## src/rtl/cpu_pkg.sv

```systemverilog
// Shared types and default widths for the CPU memory path.
// Latency: n/a (declarations only).
// Backpressure: n/a.
package cpu_pkg;

  localparam int ADDR_W_DEF = 32;
  localparam int DATA_W_DEF = 32;

  // Arbiter ownership of the single RAM port.
  typedef enum logic [1:0] {
    IDLE     = 2'd0,
    BUSY_IF  = 2'd1,
    BUSY_MEM = 2'd2
  } arb_state_t;

endpackage

```

## src/rtl/mem_arb_fair.sv

```systemverilog
// Saturating run counter of MEM grants taken while IF was waiting.
// Latency: counter updates at the clock edge; sat is combinational from the count.
// Backpressure: none; inc is ignored once saturated, clr has priority over inc.
//
// Ports: clk/rst (async active-high), inc (MEM grant while IF eligible),
//        clr (IF grant, or MEM grant with no IF request), sat (run limit reached).
module mem_arb_fair #(
  parameter int MAX_DATA_RUN = 4
) (
  input  logic clk,
  input  logic rst,
  input  logic inc,
  input  logic clr,
  output logic sat
);

  localparam int RUN_W = $clog2(MAX_DATA_RUN + 1);

  logic [RUN_W-1:0] r_run;

  always_ff @(posedge clk or posedge rst) begin
    if (rst) begin
      r_run <= '0;
    end else if (clr) begin
      r_run <= '0;
    end else if (inc && !sat) begin
      r_run <= r_run + RUN_W'(1);
    end
  end

  assign sat = (r_run == RUN_W'(MAX_DATA_RUN));

endmodule

```

## src/rtl/mem_arbiter.sv

```systemverilog
// Arbitrates one single-ported unified RAM between instruction fetch (IF) and load/store (MEM).
// Latency: request in cycle N -> registered ram_req in N+1; ack combinational with ram_ready (earliest N+1).
// Backpressure: requesters hold req until ack; one IDLE cycle between accesses (max 1 access / 2 cycles).
//
// Ports: clk, rst (async active-high);
//        IF side : if_req, if_addr, if_abort -> if_ack, if_rdata
//        MEM side: mem_req, mem_we, mem_addr, mem_wdata, mem_be -> mem_ack, mem_rdata
//        RAM side: ram_req, ram_we, ram_addr, ram_wdata, ram_be (registered) <- ram_rdata, ram_ready
// Build option: define MEM_ARB_FAIRNESS_EN to let IF win after MAX_DATA_RUN consecutive
//        MEM grants taken while IF was waiting; otherwise MEM always has strict priority.
module mem_arbiter
  import cpu_pkg::*;
#(
  parameter int ADDR_W       = ADDR_W_DEF,
  parameter int DATA_W       = DATA_W_DEF,
  parameter int MAX_DATA_RUN = 4
) (
  input  logic                clk,
  input  logic                rst,
  input  logic                if_req,
  input  logic [ADDR_W-1:0]   if_addr,
  input  logic                if_abort,
  output logic                if_ack,
  output logic [DATA_W-1:0]   if_rdata,
  input  logic                mem_req,
  input  logic                mem_we,
  input  logic [ADDR_W-1:0]   mem_addr,
  input  logic [DATA_W-1:0]   mem_wdata,
  input  logic [DATA_W/8-1:0] mem_be,
  output logic                mem_ack,
  output logic [DATA_W-1:0]   mem_rdata,
  output logic                ram_req,
  output logic                ram_we,
  output logic [ADDR_W-1:0]   ram_addr,
  output logic [DATA_W-1:0]   ram_wdata,
  output logic [DATA_W/8-1:0] ram_be,
  input  logic [DATA_W-1:0]   ram_rdata,
  input  logic                ram_ready
);

  arb_state_t r_state;
  arb_state_t w_state_nxt;
  logic       r_abort_pend;
  logic       w_if_elig;
  logic       w_grant_if;
  logic       w_grant_mem;
  logic       w_fair_sat;

  // A redirect in the same cycle makes the current fetch address stale.
  assign w_if_elig = if_req & ~if_abort;

`ifdef MEM_ARB_FAIRNESS_EN
  mem_arb_fair #(
    .MAX_DATA_RUN(MAX_DATA_RUN)
  ) u_fair (
    .clk (clk),
    .rst (rst),
    .inc (w_grant_mem & w_if_elig),
    .clr (w_grant_if | (w_grant_mem & ~if_req)),
    .sat (w_fair_sat)
  );
`else
  // Strict MEM priority: IF never preempts a pending MEM request.
  assign w_fair_sat = (MAX_DATA_RUN < 0);
`endif

  always_ff @(posedge clk or posedge rst) begin
    if (rst) begin
      r_state <= IDLE;
    end else begin
      r_state <= w_state_nxt;
    end
  end

  always_comb begin
    w_state_nxt = r_state;
    w_grant_if  = 1'b0;
    w_grant_mem = 1'b0;
    if_ack      = 1'b0;
    mem_ack     = 1'b0;
    if_rdata    = '0;
    mem_rdata   = '0;
    case (r_state)
      IDLE: begin
        if (w_if_elig && (!mem_req || w_fair_sat)) begin
          w_grant_if  = 1'b1;
          w_state_nxt = BUSY_IF;
        end else if (mem_req) begin
          w_grant_mem = 1'b1;
          w_state_nxt = BUSY_MEM;
        end
      end
      BUSY_IF: begin
        if (ram_ready) begin
          w_state_nxt = IDLE;
          // An abort earlier in the access or in this very cycle discards the fetch.
          if (!r_abort_pend && !if_abort) begin
            if_ack   = 1'b1;
            if_rdata = ram_rdata;
          end
        end
      end
      BUSY_MEM: begin
        if (ram_ready) begin
          w_state_nxt = IDLE;
          mem_ack     = 1'b1;
          mem_rdata   = ram_rdata;
        end
      end
      default: w_state_nxt = IDLE;
    endcase
  end

  always_ff @(posedge clk or posedge rst) begin
    if (rst) begin
      r_abort_pend <= 1'b0;
    end else if (w_state_nxt == IDLE) begin
      r_abort_pend <= 1'b0;
    end else if (r_state == BUSY_IF && if_abort) begin
      r_abort_pend <= 1'b1;
    end
  end

  // Command register: loaded on a grant, held through the access, request dropped on completion.
  always_ff @(posedge clk or posedge rst) begin
    if (rst) begin
      ram_req   <= 1'b0;
      ram_we    <= 1'b0;
      ram_addr  <= '0;
      ram_wdata <= '0;
      ram_be    <= '0;
    end else if (w_grant_if) begin
      ram_req   <= 1'b1;
      ram_we    <= 1'b0;
      ram_addr  <= if_addr;
      ram_wdata <= '0;
      ram_be    <= '0;
    end else if (w_grant_mem) begin
      ram_req   <= 1'b1;
      ram_we    <= mem_we;
      ram_addr  <= mem_addr;
      ram_wdata <= mem_wdata;
      ram_be    <= mem_be;
    end else if (r_state != IDLE && ram_ready) begin
      ram_req   <= 1'b0;
    end
  end

endmodule

```

## config.mk

```make
export PLATFORM = sky130hd
export DESIGN_NAME = mem_arbiter
export DESIGN_NICKNAME = d
export VERILOG_FILES = /design/src/rtl/cpu_pkg.sv /design/src/rtl/mem_arb_fair.sv /design/src/rtl/mem_arbiter.sv
export SDC_FILE = /design/constraint.sdc
export NUM_CORES = 1
export LEC_CHECK = 0
export CAP_MARGIN = 25
export CELL_PAD_IN_SITES_DETAIL_PLACEMENT = 1
export CELL_PAD_IN_SITES_GLOBAL_PLACEMENT = 2
export CORE_MARGIN = 1
export CORE_UTILIZATION = 18
export DETAILED_ROUTE_END_ITERATION = 16
export PLACE_DENSITY_LB_ADDON = 0.1
export SYNTH_ARGS = -nofsm -noshare
export SYNTH_HDL_FRONTEND = slang
export SYNTH_SLANG_ARGS = --single-unit
```

## constraint.sdc

```tcl
create_clock -name clk -period 2.3 [get_ports clk]
set_input_delay 0.23 -clock clk [delete_from_list [all_inputs] [get_ports clk]]
set_output_delay 0.23 -clock clk [all_outputs]
set_load 0.005 [all_outputs]
```

# --- Word level (Yosys, flattened, before mapping) ---
# Index checks and enable logic that the tools add are counted.
word_totals:
  ff_bits: 73
  inputBits: 139
  output_inout_bits: 136
  word_cells: 57
classes:
  n_eq_ne: 2
  mux: 32
  n_bitwise: 2
  n_reduce_logical: 14
op_table:
  columns: ["cell", "count"]
  rows:
  - ["2-to-1 mux 32 bit", 9]
  - ["2-to-1 mux 1 bit", 17]
  - ["2-to-1 mux 4 bit", 2]
  - ["2-to-1 mux 2 bit", 3]
  - ["nonzero test 2 bit", 3]
  - ["logical AND 1 bit", 4]
  - ["logical NOT 2 bit", 2]
  - ["one-hot mux 2 bit (2 select lines)", 1]
  - ["logical NOT 1 bit", 3]
  - ["nonzero test 3 bit", 1]
  - ["== test 2 x 1 -> 1 bit (second input constant)", 1]
  - ["== test 2 bit (second input constant)", 1]
  - ["OR reduction 2 bit", 1]
  - ["bitwise AND 1 bit", 1]
  - ["inverter 1 bit", 1]

# --- Depth between registers and ports, before layout ---
logic_depth:
  depth_word: 7
  ltp_mapped: 8
  depth_no_buf: 5

# --- Least setup slack after synthesis ---
# OpenSTA, ideal clock, no wires.
synth_path:
  path_type: "reg-to-reg"
  start: "register r_state[0]"
  end: "register ram_addr[10]"
  setup_time_ns: 0.118
  arrival_time_ns: 1.491
  t_required_ns: 2.182
  slack_ns: 0.691
  path_stages_with_launch: 8
  path_buffers: 2
  synth_period_minus_slack_ns: 1.609
  cell_sequence: "dfrtp_1 -> inv_1 -> ha_1 -> and4bb_1 -> buf_6 -> buf_6 -> a22o_1 -> a21o_1"
synth_between:
  elab_chain_cells: 3
  elab_cells_between_ends: 5
  cone_classes: "mux: 3; reduce/logical: 2"
synth_lines:
  columns: ["element", "line_no", "source"]
  rows:
  - ["start, declared", "mem_arbiter.sv:41", "arb_state_t r_state;"]
  - ["start signal, assigned", "mem_arbiter.sv:71", "r_state <= w_state_nxt;"]
  - ["logical NOT 2 bit *", "mem_arbiter.sv:83", "case (r_state)"]
  - ["2-to-1 mux 1 bit", "mem_arbiter.sv:83", null]
  - ["2-to-1 mux 32 bit or nonzero test 2 bit (tied branches)", null, null]
  - ["end signal, assigned", "mem_arbiter.sv:135", "ram_addr <= if_addr;"]
  - ["end signal, assigned", "mem_arbiter.sv:141", "ram_addr <= mem_addr;"]
  - ["end, declared", "mem_arbiter.sv:34", "output logic [ADDR_W-1:0] ram_addr,"]
# Mark *: on every way between the ends. The rest lies on a longest branch, timed or not.
# A chain may end at the register's enable or synchronous reset.

# --- Worst setup path in the final report ---
layout_path:
  start: "register r_state[1]"
  end: "output port mem_rdata[2]"
layout_between:
  elab_chain_cells: 2
layout_lines:
  columns: ["element", "line_no", "source"]
  rows:
  - ["== test 2 bit", "mem_arbiter.sv:83", null]
  - ["2-to-1 mux 32 bit", "mem_arbiter.sv:83", null]
  - ["end, declared", "mem_arbiter.sv:31", "output logic [DATA_W-1:0] mem_rdata,"]
# Every way passes these cells.

==> results.json <==
{
  "status": "completed",
  "num_rows": 51,
  "grt_start_max_net_pins": 42,
  "die_y_um": 143,
  "area_delta_synth_final_pct": 97.2,
  "clk_latency_ns": 0.34,
  "r2r_start": "r_state[0]",
  "fmax_mhz": 458,
  "via_per_inst": 4.17,
  "final.setup_skew_ns": 0.00829,
  "synth_cell_types": 25,
  "antenna_found_initial": 0,
  "path_buf_inv": 3,
  "final_layout_size_suffix_gt1_frac": 0.0619,
  "numPortBuffers": 274,
  "gp_congestion": 0.699,
  "drv_cap": 0,
  "dr.first_iter.drc_count": 100,
  "synth.cell_area_um2": 3590,
  "die_x_um": 143,
  "core-area_um2": 19500,
  "fin_area_um2": 7070,
  "cp_slowest_cell": "clkdlybuf4s50_1",
  "vias": 3799,
  "antenna_left": 0,
  "die_area_um2": 20500,
  "cp-start-kind": "register",
  "drt-pass1-iter-count": 4,
  "cts_buffers": 9,
  "irDropWorstVdd_mv": 0.496,
  "io_pins": 275,
  "finalHoldViolCount": 0,
  "ys_seq_elements": 73,
  "path_cells": "buf_4 > ha_1 > buf_6 > and3_1 > clkdlybuf4s50_1",
  "slowest_delay_ns": 0.54,
  "hold_path.class": "in -> async",
  "dp_hpwl_um": 11100,
  "yosys_warnings": 0,
  "grt_pass1_wl_um": 22400,
  "initial_core_util": 0.184,
  "antennaDiodeCount": 0,
  "relSlewSlack": 0.490,
  "post-route-period-util": 0.950,
  "syn_area_per_cell_um2": 9.70,
  "cts_tree": "yes",
  "drc": 0,
  "syn-num-nets": 513,
  "power.leakage_uw": 0.00385,
  "final_cell_mix": "clkdlybuf4s50_1 (242), nand2_1 (75), dfrtp_1 (73)",
  "critPathKind": "reg -> out",
  "yosysSeqAreaShare": 0.509,
  "track_usage": 0.144,
  "r2r_slack_ns": 0.34,
  "cp_num_cells": 5,
  "syn_inst": 370,
  "rsz0062_at_grt": "false",
  "cp.required_ns": 2.07,
  "power_density_nw_per_um2": 981,
  "placement.cell_area_um2": 6620,
  "rr_endpoint": "ram_addr[10]",
  "drt-wirelength-per-cell_um": 16.7,
  "cts_max_level": 3,
  "instances_no_fill": 911,
  "worst_setup_path_end_kind": "output port",
  "path_max_fanout": 33,
  "final_common_cell": "clkdlybuf4s50_1",
  "ff2ff_path_depth": 5,
  "placed_cells": 890,
  "overflow": 0,
  "cp.arrival_ns": 1.96,
  "cp_top_family": "buffers and inverters",
  "cts_buffer_depth": 2,
  "fin_crit_ns": 2.19,
  "cts.sinks": 73,
  "cts_root_buf": "clkbuf_16",
  "path_clk_slew_ns": 0.06,
  "setup_viol": 0,
  "routed_wl_um": 15200,
  "slew_viol_final": 0,
  "grt_pass1_vias": 3899,
  "final_net_count": 784,
  "tightest_slew_ns": 0.763
}
==> power by group <==
part	switching [µW]	internal (µW)
registers	315	1880
clock network	593	874
logic	1320	1950
total	2230	4710
==> area by class of cell <==
class                      count  area [µm²]
fill                        2217       12500
timing repair buffer         291        3010
sequential                    73        1830
multi-input combinational    262        1580
tap                          265         332
clock buffer                  10         239
clock inverter                 6        65.1
inverter                       4        16.3
==> cells in the mapped netlist, drive strengths merged <==
cell | n | area, µm²
nand3 | 37 | 185
nor3 | 1 | 5.00
ha | 4 | 50.1
and3 | 32 | 200
nor2 | 2 | 15.0
inv | 4 | 15.0
a21oi | 3 | 15.0
o21ai | 1 | 5.00
buf | 18 | 128
clkbuf | 13 | 48.8
nand4bb | 1 | 11.3
and2 | 35 | 219
a21o | 32 | 240
a221oi | 1 | 8.76
nand2b | 1 | 6.26
a22o | 32 | 280
and4bb | 2 | 25.0
a311oi | 1 | 8.76
dfrtp | 73 | 1830
nor2b | 2 | 12.5
nand2 | 75 | 282
==> layer usage <==
| metal | global-route usage | vias up | share of wire |
|---|---|---|---|
| met5 | 0 | - | 0 |
| met2 | 0.256 | 128 | 0.52 |
| met4 | 0.0453 | 0 | 0.012 |
| li1 | - | 1815 | - |
| met3 | 0.0473 | 13 | 0.069 |
| met1 | 0.163 | 1843 | 0.40 |
==> repair_timing <==
| item | CTS | global route |
|---|---|---|
| setup endpoints to repair | 32 | 65 |
| cloned | 0 | 2 |
| pin swaps | 0 | 0 |
| hold buffers | 0 | 0 |
| buffers inserted | 1 | 2 |
| gates resized for setup | 0 | 36 |
| endpoints found under the hold margin | 0 | 0 |
==> metrics by stage <==
step	worst slack [ns]	hold WS (ns)	power (µW)	TNS, ns	utilization
after floorplan	0.217	0.335	3450	0	-
after global placement	0.200	0.459	5470	0	0.339
after detailed placement	0.157	0.465	5530	0	0.339
after CTS	-0.0406	0.122	7090	-0.827	0.355
after global routing	0.00694	0.151	7450	0	0.362
final	0.115	0.131	6940	0	0.362
==> state kept, by name (all words and copies together) (netlist names) <==
signal and count:
ram_addr 32, ram_wdata 32, ram_be 4, r_state 2, r_abort_pend 1, ram_req 1
ram_we 1
==> worst max-delay path by stage <==
| stage | from | endpoint | slack [ns] |
|---|---|---|---|
| 2_1_floorplan | rst | r_abort_pend | 0.22 |
| 3_3_place_gp | ram_ready | if_rdata[24] | 0.20 |
| 3_5_place_dp | ram_ready | if_rdata[18] | 0.16 |
| 4_1_cts | r_state[1] | if_rdata[18] | -0.04 |
| 5_1_grt | r_state[0] | mem_rdata[2] | 0.007 |
| 6_report | r_state[1] | mem_rdata[2] | 0.11 |
==> kinds of logic (layout without fill, tap and decap cells) <==
kind of cell	Yosys count	in the layout	synth area share
compound gates	70	70	0.156
simple gates	188	188	0.268
buf+inv	35	311	0.0534
flops	73	73	0.509
fa+ha+maj	4	4	0.0140
Note: power is estimated with default switching activity, not from simulation.
